`config.mk`:
```
export PLATFORM = sky130hd
export DESIGN_NAME = mem_arbiter
export DESIGN_NICKNAME = d
export VERILOG_FILES = /design/src/rtl/mem_arbiter.sv
export SDC_FILE = /design/constraint.sdc
export NUM_CORES = 1
export LEC_CHECK = 0
export ABC_CLOCK_PERIOD_IN_PS = 1920
export BUFFER_PORTS_ARGS = -buffer_cell sky130_fd_sc_hd__buf_2
export CAP_MARGIN = 20
export CORE_MARGIN = 2
export CORE_UTILIZATION = 48
export CTS_CLUSTER_SIZE = 20
export DETAILED_ROUTE_END_ITERATION = 10
export PLACE_DENSITY_LB_ADDON = 0.25
export SLEW_MARGIN = 20
export SYNTH_ARGS = -nofsm -noshare
export SYNTH_HDL_FRONTEND = slang
export SYNTH_SLANG_ARGS = --single-unit
```
`constraint.sdc`:
```
create_clock -name clk -period 1.92 [get_ports clk]
set_input_delay 0.576 -clock clk [delete_from_list [all_inputs] [get_ports clk]]
set_output_delay 0.576 -clock clk [all_outputs]
set_load 0.05 [all_outputs]
```
`src/rtl/mem_arbiter.sv`:
```
// Single-port memory arbiter: shares one fixed-latency synchronous memory between
// instruction fetch (IF) and data access (DM), with DM priority and IF anti-starvation.
module mem_arbiter #(
   parameter int AW         = 16,
   parameter int DW         = 16,
   parameter int MEM_LAT    = 2,
   parameter int STARVE_MAX = 3
) (
   input  logic          clk,
   input  logic          rst,
   input  logic          if_req,
   input  logic [AW-1:0] if_addr,
   output logic [DW-1:0] if_rdata,
   output logic          if_ack,
   input  logic          dm_req,
   input  logic          dm_we,
   input  logic [AW-1:0] dm_addr,
   input  logic [DW-1:0] dm_wdata,
   output logic [DW-1:0] dm_rdata,
   output logic          dm_ack,
   output logic          stall_if,
   output logic          stall_mem,
   output logic          mem_en,
   output logic          mem_we,
   output logic [AW-1:0] mem_addr,
   output logic [DW-1:0] mem_wdata,
   input  logic [DW-1:0] mem_rdata
);

   localparam int CW = $clog2(MEM_LAT + 1);
   localparam int SW = $clog2(STARVE_MAX + 1);
   localparam logic [CW-1:0] LAT_LOAD   = CW'(MEM_LAT);
   localparam logic [SW-1:0] STARVE_TOP = SW'(STARVE_MAX);

   typedef enum logic [1:0] {IDLE, ISSUE, WAIT, DONE} state_t;

   state_t          state_reg;
   logic [CW-1:0]   cnt_reg;
   logic [SW-1:0]   starve_reg;
   logic            owner_reg;       // 0 = IF, 1 = DM
   logic            txn_we_reg;
   logic            mem_en_reg;
   logic            mem_we_reg;
   logic [AW-1:0]   mem_addr_reg;
   logic [DW-1:0]   mem_wdata_reg;
   logic [1:0]      ack_reg;         // index 0 = IF, 1 = DM
   logic [1:0]      req_live;
   logic            if_wins;
   logic            capture;
   logic [DW-1:0]   rdata_bus [2];

   // A requester whose ack is high this cycle is invisible to arbitration.
   assign req_live = {dm_req & ~ack_reg[1], if_req & ~ack_reg[0]};
   assign if_wins  = req_live[0] & (~req_live[1] | (starve_reg == STARVE_TOP));
   assign capture  = (state_reg == WAIT) && (cnt_reg == CW'(1)) && !txn_we_reg;

   always_ff @(posedge clk or negedge rst) begin
      if (!rst) begin
         state_reg     <= IDLE;
         cnt_reg       <= '0;
         starve_reg    <= '0;
         owner_reg     <= 1'b0;
         txn_we_reg    <= 1'b0;
         mem_en_reg    <= 1'b0;
         mem_we_reg    <= 1'b0;
         mem_addr_reg  <= '0;
         mem_wdata_reg <= '0;
         ack_reg       <= '0;
      end else begin
         mem_en_reg <= 1'b0;
         mem_we_reg <= 1'b0;
         ack_reg    <= '0;
         case (state_reg)
            IDLE: begin
               if (req_live != 2'b00) begin
                  mem_en_reg <= 1'b1;
                  state_reg  <= ISSUE;
                  if (if_wins) begin
                     owner_reg     <= 1'b0;
                     txn_we_reg    <= 1'b0;
                     mem_addr_reg  <= if_addr;
                     mem_wdata_reg <= '0;
                     starve_reg    <= '0;
                  end else begin
                     owner_reg     <= 1'b1;
                     txn_we_reg    <= dm_we;
                     mem_we_reg    <= dm_we;
                     mem_addr_reg  <= dm_addr;
                     mem_wdata_reg <= dm_wdata;
                     if (req_live[0] && (starve_reg != STARVE_TOP))
                        starve_reg <= starve_reg + SW'(1);
                  end
               end
            end
            ISSUE: begin
               cnt_reg   <= LAT_LOAD;
               state_reg <= WAIT;
            end
            WAIT: begin
               cnt_reg <= cnt_reg - CW'(1);
               if (cnt_reg == CW'(1)) begin
                  ack_reg[owner_reg] <= 1'b1;
                  state_reg          <= DONE;
               end
            end
            DONE: state_reg <= IDLE;
            default: state_reg <= IDLE;
         endcase
      end
   end

   // Per-owner read data; a write completion leaves the owner's value untouched.
   genvar gi;
   generate
      for (gi = 0; gi < 2; gi++) begin : g_rdata
         logic [DW-1:0] rdata_reg;
         always_ff @(posedge clk or negedge rst) begin
            if (!rst)
               rdata_reg <= '0;
            else if (capture && (owner_reg == 1'(gi)))
               rdata_reg <= mem_rdata;
         end
         assign rdata_bus[gi] = rdata_reg;
      end
   endgenerate

   assign if_rdata  = rdata_bus[0];
   assign dm_rdata  = rdata_bus[1];
   assign if_ack    = ack_reg[0];
   assign dm_ack    = ack_reg[1];
   assign stall_if  = if_req & ~ack_reg[0];
   assign stall_mem = dm_req & ~ack_reg[1];
   assign mem_en    = mem_en_reg;
   assign mem_we    = mem_we_reg;
   assign mem_addr  = mem_addr_reg;
   assign mem_wdata = mem_wdata_reg;

endmodule

```
* Word level (Yosys, flattened, before mapping)
Index checks and enable logic that the tools add are counted.
** Word-level totals
- Register bits :: 76
- Bits of input ports :: 69
- Output and inout port bits :: 70
- Word-level logic and storage cells :: 64
** Operators by class
- Add/sub/neg operators :: 2
- $lt $le $gt $ge :: 2
- Equality and inequality tests :: 8
- Mux-type cells :: 18
- Bitwise operators :: 8
- Reductions and logical operators :: 14
** Operators by type and width (count)
- 16-bit two-way mux :: 2
- 2-bit two-way mux :: 6
- 2-bit case mux with 4 select lines :: 1
- 1-bit two-way mux :: 7
- 2-bit equality test, second input constant :: 3
- 1-bit logical AND :: 6
- 2-bit nonzero test :: 3
- 2-bit by 1-bit equality test with 1-bit output, second input constant :: 2
- 2-bit != test, second input constant :: 2
- 1-bit inverter :: 4
- 2-bit case mux with 2 select lines :: 1
- 2-bit AND reduction :: 2
- 1-bit bitwise AND :: 3
- 3-bit AND reduction :: 1
- 2-bit by 1-bit adder with 2-bit output, second input constant :: 1
- 2-bit logical NOT :: 1
- 1-bit by 2-bit less-than comparator with 1-bit output, second input constant :: 1
- 2-bit by 1-bit != test with 1-bit output, second input constant :: 1
- 2-bit by 1-bit subtractor with 2-bit output, second input constant :: 1
- 1-bit demux with 1-bit select :: 1
- 1-bit >= comparator, second input constant :: 1
- 1-bit logical NOT :: 1
- 1-bit OR :: 1

* Longest topological paths before layout
Gate-level depths: netlist of the first run.
- Depth in word-level cells :: 8
- Mapped depth :: 7
- Mapped depth without buffers :: 5

* Worst setup path before layout of the first run
No wires, ideal clock.
- Path kind :: register -> register
- Start point :: reg ack_reg[1]
- End point :: reg mem_addr_reg[10] (netlist: mem_addr[10])
- Setup time :: 0.132 ns
- Arrival time :: 1.769 ns
- Data required time :: 1.788 ns
- Setup slack :: 0.019 ns
- Cell stages (with the launch flop) :: 8
- Path buffers :: 2
- Period minus slack after synthesis :: 1.901 ns
- Path through :: dfrtp_1 nand2b_1 buf_4 inv_2 o21ai_4 inv_2 buf_2 a2bb2oi_1
** Between the ends
- Longest elaborated chain between the ends :: 6
- Elaborated cells between the ends (all ways) :: 8
- Those cells by class :: mux (1); bitwise (5); reduce/logical (2)
** Ends and longest elaborated chain
- start: declaration :: RTL line 46 : logic [1:0] ack_reg;
- start signal: assignment :: RTL line 68 : ack_reg <= '0;
- start signal: assignment :: RTL line 72 : ack_reg <= '0;
- start signal: indexed assignment :: RTL line 102 : ack_reg[owner_reg] <= 1'b1;
- 1-bit inverter *
- 1-bit bitwise AND *
- named net stall_mem :: RTL line 22 : output logic stall_mem,
- 1-bit inverter :: RTL line 54 : assign if_wins = req_live[0] & (~req_live[1] | (starve_reg == STARVE_TOP));
- 1-bit OR :: RTL line 54
- 1-bit bitwise AND :: RTL line 54
- 16-bit two-way mux :: RTL line 78 : if (if_wins) begin
- end signal: assignment :: RTL line 81 : mem_addr_reg <= if_addr;
- end signal: assignment :: RTL line 88 : mem_addr_reg <= dm_addr;
- end: declaration :: RTL line 44 : logic [AW-1:0] mem_addr_reg;
The timed path passes the listed nets; every way through them passes the cells marked *.
A chain may end at the register's enable or synchronous reset.

* Final worst setup path of the first run
- Start point :: reg ack_reg[0]
- End point :: out stall_if
** Between the ends
- Longest elaborated chain between the ends :: 2
** Ends and longest elaborated chain
- 1-bit inverter :: RTL line 131 : assign stall_if = if_req & ~ack_reg[0];
- 1-bit bitwise AND :: RTL line 131
- end: declaration :: RTL line 21 : output logic stall_if,
Every way passes these cells.

==> impl_metrics.ini, run 1 <==
[worst_setup_path]
max_stage_delay_ns = 0.40
r2r_cells = 5
worst_ep_arrival_time_ns = 1.24
critical_path_required_ns = 1.34
critPathMaxFanout = 4
critPathCaptureType = output port
crit_chain = nand2b_4, inv_4, buf_2
worst_setup_path_start_kind = register
cp_slowest_cell = dfrtp_1
path_class = register to output port

[timing]
fin_worst_skew_ns = 0.0124
fin_crit_sh = 0.948
drv_slew = 0
slew_headroom = 0.738
max_freq_mhz = 550
worst_pin_slew_ns = 0.393
setup_viol = 0
period_needed_ns = 1.82
rsz0062_at_grt = false
final-hold-violation-count = 0
fin_setup_tns_ns = 0

[detailed_routing]
dr_total_vias = 2589
post-route-drc-count = 0
drtIter0Drc = 60
avgRoutedWirePerCell_um = 15.8
routed_wl_mm = 7.47
ant_nets = 0
vias_per_cell = 5.46
drt_first_pass_iters = 4

[power]
ir_drop_mv = 0.988
power_density_mw_per_mm2 = 1930
p_leak_nw = 2.24

[cts]
root_buffer = clkbuf_8
path_clk_slew_ns = 0.08
cts_sinks = 76
cts_htree_levels = 3
clock_path_buffers = 2
hold_buffers = 0
worstSkewPairLatency_ns = 0.34
cts_buffers = 9
cts_tree = done

[global_route]
grt_util_met1 = 0.271
grt_pass1_vias = 2578
grt_first_pass_wirelength_mm = 12.2
grt-busiest-layer = met2
grt_max_degree = 36
met3_usage = 0.0771
gr-usage-met2 = 0.324
antenna_found_initial = 0
grt-ovfl-total = 0
grt_use_total = 0.207

[yosys]
syn-num-nets = 316
netlist_instances = 243
syn_area_sq_mm = 0.00329
avgSynthCellArea_sq_um = 13.5
yosysWarnings = 0
ys_types = 33
synth_seq_cells = 76
ys_seq_area_frac = 0.578

[worst_hold_path]
min_path_type = input pin to async pin

[floorplanning]
die_w_um = 86.8
initial_core_util = 0.490
coreArea_sq_mm = 0.00672
num_rows = 30
die_h_um = 86.8
die-area_sq_mm = 0.00753
io_pins = 139

[layout]
area_growth_pct = 32.6
layout-drive-gt1-share = 0.482
postLayoutCellArea_sq_mm = 0.00436
antenna_cells = 0
fin_nets = 462

[placed_design]
dpl.hpwl_mm = 5.32
place_area_sq_mm = 0.00415
place_congestion = 0.828
numPortBuffers = 138

[job]
max_cap_viol_count = 0

[run_status]
status = complete, no violations
==> per-stage QoR <==
stage | total power (W) | util | hold WS [ns] | worst slack (ns) | std cells
CTS | 0.00849 | 0.649 | 0.161 | 0.0343 | 474
floorplan | 0.00608 | - | 0.280 | 0.0194 | 243
finish | 0.00840 | 0.649 | 0.160 | 0.100 | 474
global route | 0.00886 | 0.649 | 0.169 | 0.0225 | 474
detailed placement | 0.00721 | 0.618 | 0.471 | 0.141 | 458
global placement | 0.00710 | 0.618 | 0.464 | 0.232 | 458
==> path summary, 6_finish.rpt <==
check                                    from      endpoint  slack (ns)
worst min-delay path                      rst   mem_addr[3]        0.16
worst max-delay path               ack_reg[0]      stall_if        0.10
worst max register to register  starve_reg[0]  mem_addr[14]        0.19
min in group clk                  dm_wdata[6]  mem_wdata[6]        0.45
worst min register to register      owner_reg    ack_reg[0]        0.48
max in group asynchronous                 rst  if_rdata[10]        1.24
==> worst max-delay path: cells and delay by family (launching register included) <==
family	cells	cell delay [ns]
DFF	1	0.40
buffers and inverters	2	0.34
and+or+nand+nor	1	0.16
==> timing repair <==
| action | 4_1_cts | 5_1_grt |
|---|---|---|
| setup endpoints to repair | 0 | 1 |
| setup buffers | 0 | 0 |
| gates resized for setup | 0 | 2 |
==> routing by layer <==
metal	up-vias	part of all wire
met5	-	0
met4	0	0.0064
met3	4	0.080
met2	101	0.48
met1	1272	0.43
li1	1212	-
==> cell usage after synthesis, drive strengths merged <==
master,number,area (sq um)
a211oi,1,20.0
a21o,1,7.51
a221oi,16,140
a22o,18,158
a2bb2oi,16,140
and2,1,6.26
and3,1,6.26
and3b,16,141
buf,11,66.3
clkbuf,6,22.5
dfrtp,76,1900
ha,4,50.1
inv,9,36.3
mux2,34,383
nand2,1,3.75
nand2b,3,26.3
nand3,1,5.00
nand3b,1,7.51
nor2,2,7.51
nor3,1,10.0
nor3b,1,12.5
o21ai,20,111
o22a,1,8.76
o32a,1,10.0
or3b,1,8.76
==> placed cells by master (no fill, tap or decap), types with 12 or more instances in the layout <==
cell / count
a221oi_1: 16
a22o_1: 18
a2bb2oi_1: 16
and3b_1: 15
buf_2: 136
buf_4: 12
dfrtp_1: 76
mux2_1: 21
mux2_2: 13
o21ai_0: 19
==> cells by family after synthesis <==
group,after synthesis,synth area share
compound gates,74,0.181
fa+ha+maj,4,0.0152
buf+inv,26,0.0380
flops,76,0.578
mux,34,0.116
simple gates,29,0.0715
==> power breakdown <==
part           total [W]  switching [W]  internal [W]
clock            0.00126       0.000586      0.000674
sequential       0.00265       0.000348       0.00230
combinational    0.00450        0.00318       0.00131
total            0.00840        0.00412       0.00428
==> final cells by class <==
type / count / area [sq um]
multi-input combinational: 141 / 1260
timing repair buffer: 152 / 851
tap: 80 / 100
sequential: 76 / 1900
clock inverter: 5 / 58.8
fill: 548 / 2360
inverter: 9 / 36.3
clock buffer: 11 / 151
Note: power is estimated with default switching activity, not from simulation.
==> run 2: changes to the inputs <==
--- a/config.mk
+++ b/config.mk
@@ -13,6 +13,7 @@
 export CTS_CLUSTER_SIZE = 20
 export DETAILED_ROUTE_END_ITERATION = 10
 export PLACE_DENSITY_LB_ADDON = 0.25
+export SETUP_SLACK_MARGIN = 0.3
 export SLEW_MARGIN = 20
 export SYNTH_ARGS = -nofsm -noshare
 export SYNTH_HDL_FRONTEND = slang
==> impl_metrics.ini, run 2 (synthesis results as in run 1) <==
[power]
ir_drop_mv = 1.11
p_int_w = 0.00466
p_switching_w = 0.00437
seq_power_share = 0.299
combPwrFrac = 0.557
power_density_mw_per_mm2 = 1860
swShare = 0.484
clkPwrFrac = 0.144
p_leak_nw = 2.39

[timing]
slew_headroom = 0.687
fin_worst_skew_ns = 0.0132
period_needed_ns = 1.69
rsz0062_at_grt = true
fin_crit_sh = 0.878
max_freq_mhz = 593
worst_pin_slew_ns = 0.469
drv_slew = 0
setup_viol = 0
final-hold-violation-count = 0
fin_ws_ns = 0.235
fin_setup_tns_ns = 0
hold_ws_ns = 0.220

[global_route]
met3_usage = 0.0543
grt_first_pass_wirelength_mm = 12.4
grt_max_degree = 77
grt_use_total = 0.211
grt-busiest-layer = met2
grt-ovfl-total = 0
grt_pass1_vias = 2681
gr-usage-met2 = 0.356
antenna_found_initial = 0
grt_util_met1 = 0.265

[worst_setup_path]
max_stage_delay_ns = 0.42
rr_endpoint = mem_addr[3]
worst_ep_arrival_time_ns = 1.89
critical_path_required_ns = 2.12
worst_setup_path_start_kind = register
cp_slowest_cell = dfrtp_1
critPathMaxFanout = 8
r2r-start = starve_reg[0]
path_class = register to register
r2r_cells = 5
rrSetupSlack_ns = 0.23
path_depth = 5
cp.buffers_inverters = 1
cp_top_family = flip-flops
critPathCaptureType = register
crit_chain = ha_4, or3b_4, clkbuf_16, a221oi_2, a2bb2oi_1

[job]
max_cap_viol_count = 0

[cts]
clock_path_buffers = 2
path_clk_slew_ns = 0.08
cts_htree_levels = 3
root_buffer = clkbuf_8
cts_sinks = 76
worstSkewPairLatency_ns = 0.34
hold_buffers = 0
cts_tree = done
cts_buffers = 9

[layout]
layout_common_cells = buf_2, dfrtp_1, o21ai_0
antenna_cells = 0
final_common_cell = buf_2
area_growth_pct = 47.6
layout-drive-gt1-share = 0.588
postLayoutCellArea_sq_mm = 0.00486
fin_nets = 471
register_area_sq_mm = 0.00190
fillers = 487
finalNonFillerCells = 483
multi_input_area_sq_mm = 0.00157

[detailed_routing]
routed_wl_mm = 8.25
dr_total_vias = 2698
vias_per_cell = 5.59
drt_first_pass_iters = 4
drtIter0Drc = 102
avgRoutedWirePerCell_um = 17.1
ant_nets = 0
post-route-drc-count = 0

[worst_hold_path]
min_path_type = input pin to async pin

[placed_design]
place_area_sq_mm = 0.00424
place_congestion = 0.754
numPortBuffers = 138
dpl.hpwl_mm = 5.09
place_ws_ns = 0.161
place_inst = 457

[floorplanning]
io_pins = 139
die_w_um = 86.8
initial_core_util = 0.490
coreArea_sq_mm = 0.00672
num_rows = 30
die-area_sq_mm = 0.00753
die_h_um = 86.8

[run_status]
status = complete, no violations
-- run 2: changes by cell type in the layout (fill, tap and decap cells not counted), moves of 5 or more --
cell,previous run,this run
a221oi_4,0,7
a221oi_2,0,9
a2bb2oi_2,0,6
mux2_1,21,13
buf_6,0,5
a221oi_1,16,0
mux2_4,0,8
a2bb2oi_1,16,10
-- run 2: stage by stage --
step	total power (W)	util
finish	0.00903	0.723
global placement	0.00720	0.631
detailed placement	0.00729	0.631
global route	0.00946	0.723
floorplan	0.00621	-
CTS	0.00872	0.680
-- run 2: worst register-to-register path, cell delays in order (launching register included) --
cell	delay, ns
dfrtp_1	0.42
ha_4	0.18
or3b_4	0.42
clkbuf_16	0.20
a221oi_2	0.23
a2bb2oi_1	0.10
-- run 2: area by class of cell --
type	count	share of cell area
multi-input combinational	141	0.324
sequential	76	0.392
inverter	9	0.0100
timing repair buffer	161	0.209
clock inverter	6	0.0178
clock buffer	10	0.0263
tap	80	0.0206
-- run 2: routing by layer --
layer | vias up | share of wire
met5 | - | 0
met4 | 0 | 0.013
li1 | 1233 | -
met2 | 113 | 0.51
met1 | 1339 | 0.42
met3 | 13 | 0.057
-- run 2: worst max path at each step --
stage / to / startpoint
2_1_floorplan: state_reg[1] / ack_reg[0]
3_5_place_dp: mem_addr[2] / dm_req
3_3_place_gp: mem_addr[15] / dm_req
4_1_cts: stall_mem / ack_reg[1]
5_1_grt: mem_addr[3] / starve_reg[0]
6_report: mem_addr[3] / starve_reg[0]
-- run 2: power groups by stage --
stage	clock network, W	registers [W]	logic [W]
detailed placement	0	0.00267	0.00462
global route	0.00141	0.00278	0.00527
CTS	0.00134	0.00267	0.00471
finish	0.00130	0.00270	0.00503
global placement	0	0.00265	0.00454
floorplan	0	0.00481	0.00140
-- run 2: what timing repair did --
action | in CTS | in global routing
setup endpoints to repair | 21 | 69
setup buffers | 4 | 3
gates cloned | 0 | 3
gates resized for setup | 19 | 31
pin swaps | 0 | 4
==> run 3: changes to the inputs <==
==> constraint.sdc (replaced) <==
create_clock -name clk -period 1.92 [get_ports clk]
set_input_delay 0.576 -clock clk [delete_from_list [all_inputs] [get_ports clk]]
set_output_delay 0.576 -clock clk [all_outputs]
set_load 0.02 [all_outputs]
==> impl_metrics.ini, run 3 (synthesis results as in run 1) <==
[run_status]
status = complete, no violations

[power]
p_leak_nw = 2.40
ir_drop_mv = 0.818
power_density_mw_per_mm2 = 1550
fin_total_pwr_w = 0.00753

[worst_setup_path]
rrSetupSlack_ns = 0.24
max_stage_delay_ns = 0.43
critPathMaxFanout = 5
crit_chain = ha_4, or3b_4, buf_12, a221oi_4, a2bb2oi_1
worst_setup_path_start_kind = register
cp_slowest_cell = or3b_4
rr_endpoint = mem_addr[2]
critPathCaptureType = register
r2r_cells = 5
worst_ep_arrival_time_ns = 1.88
r2r-start = starve_reg[1]
path_class = register to register
critical_path_required_ns = 2.12

[timing]
hold_ws_ns = 0.152
slew_headroom = 0.730
drv_slew = 0
period_needed_ns = 1.68
fin_worst_skew_ns = 0.0127
max_freq_mhz = 594
final-hold-violation-count = 0
worst_pin_slew_ns = 0.406
fin_setup_tns_ns = 0
setup_viol = 0
fin_crit_sh = 0.877
rsz0062_at_grt = true

[global_route]
grt_pass1_vias = 2603
antenna_found_initial = 0
grt_first_pass_wirelength_mm = 12.7
grt_max_degree = 37
grt_use_total = 0.213
grt-ovfl-total = 0

[cts]
hold_buffers = 0
cts_tree = done
path_clk_slew_ns = 0.08
worstSkewPairLatency_ns = 0.33
cts_htree_levels = 3
cts_sinks = 76
root_buffer = clkbuf_8
cts_buffers = 9
clock_path_buffers = 2

[detailed_routing]
vias_per_cell = 5.63
routed_wl_mm = 8.87
dr_total_vias = 2729
post-route-drc-count = 0
drtIter0Drc = 116
avgRoutedWirePerCell_um = 18.3
ant_nets = 0
drt_first_pass_iters = 4

[floorplanning]
die-area_sq_mm = 0.00753
num_rows = 30
coreArea_sq_mm = 0.00672
die_w_um = 86.8
io_pins = 139
initial_core_util = 0.490
die_h_um = 86.8

[layout]
antenna_cells = 0
postLayoutCellArea_sq_mm = 0.00485
final_common_cell = buf_2
area_growth_pct = 47.5
layout-drive-gt1-share = 0.598
layout_common_cells = buf_2, dfrtp_1, o21ai_0
final_core_util = 0.723
fin_nets = 475

[job]
max_cap_viol_count = 0

[placed_design]
dpl.hpwl_mm = 5.47
place_congestion = 0.778
numPortBuffers = 138
place_area_sq_mm = 0.00422

[worst_hold_path]
min_path_type = input pin to async pin
-- run 3: cell count changes in the layout (fill, tap and decap cells not counted), sizes merged --
cell | previous run | this run
buf | 158 | 162
clkbuf | 13 | 12
clkinvlp | 1 | 2
bufinv | 2 | 1
clkinv | 2 | 3
inv | 10 | 8
-- run 3: final cells by class --
cell class | instances | area, sq um
repair buffers | 165 | 1040
multi-input cells | 141 | 1590
inverters | 9 | 41.3
clock inverters | 5 | 55.1
clock buffers | 9 | 124
well taps | 80 | 100
flip-flops and latches | 76 | 1900
fillers | 499 | 1860
-- run 3: worst max path at each step --
stage / slack (ns) / end / depth (start not counted) / from
after floorplan: 0.28 / if_rdata[10] / 6 / state_reg[0]
after detailed placement: 0.06 / mem_addr[8] / 4 / dm_req
after global routing: 0.20 / mem_addr[2] / 5 / starve_reg[1]
after CTS: 0.23 / stall_mem / 3 / ack_reg[1]
after global placement: 0.10 / mem_addr[9] / 4 / dm_req
final: 0.24 / mem_addr[2] / 5 / starve_reg[1]
-- run 3: per-stage QoR --
step	worst slack, ns	std cells
finish	0.236	485
global route	0.201	485
CTS	0.229	476
detailed placement	0.0608	457
global placement	0.104	457
floorplan	0.276	243
-- run 3: timing repair --
action / CTS / global route
gates resized for setup: 16 / 39
buffers inserted: 5 / 4
cloned: 0 / 5
setup endpoints to repair: 39 / 70
pin swaps: 0 / 2
-- run 3: worst max-delay path: cells and delay by family (launching register included) --
kind / cells / cell delay, ns
compound gates: 2 / 0.35
fa+ha+maj: 1 / 0.19
buf+inv: 1 / 0.17
flops: 1 / 0.42
simple gates: 1 / 0.43
-- run 3: where the power goes --
group          switching [W]  total (W)  internal, W
Combinational        0.00202    0.00369      0.00167
Sequential          0.000388    0.00269      0.00230
Clock               0.000567    0.00115     0.000582
-- run 3: per-layer routing --
| metal | track usage | wire (um) |
|---|---|---|
| met1 | 0.280 | 3740 |
| met2 | 0.348 | 4510 |
| met4 | 0.0767 | 132 |
| met3 | 0.0476 | 481 |
| met5 | 0 | 0 |
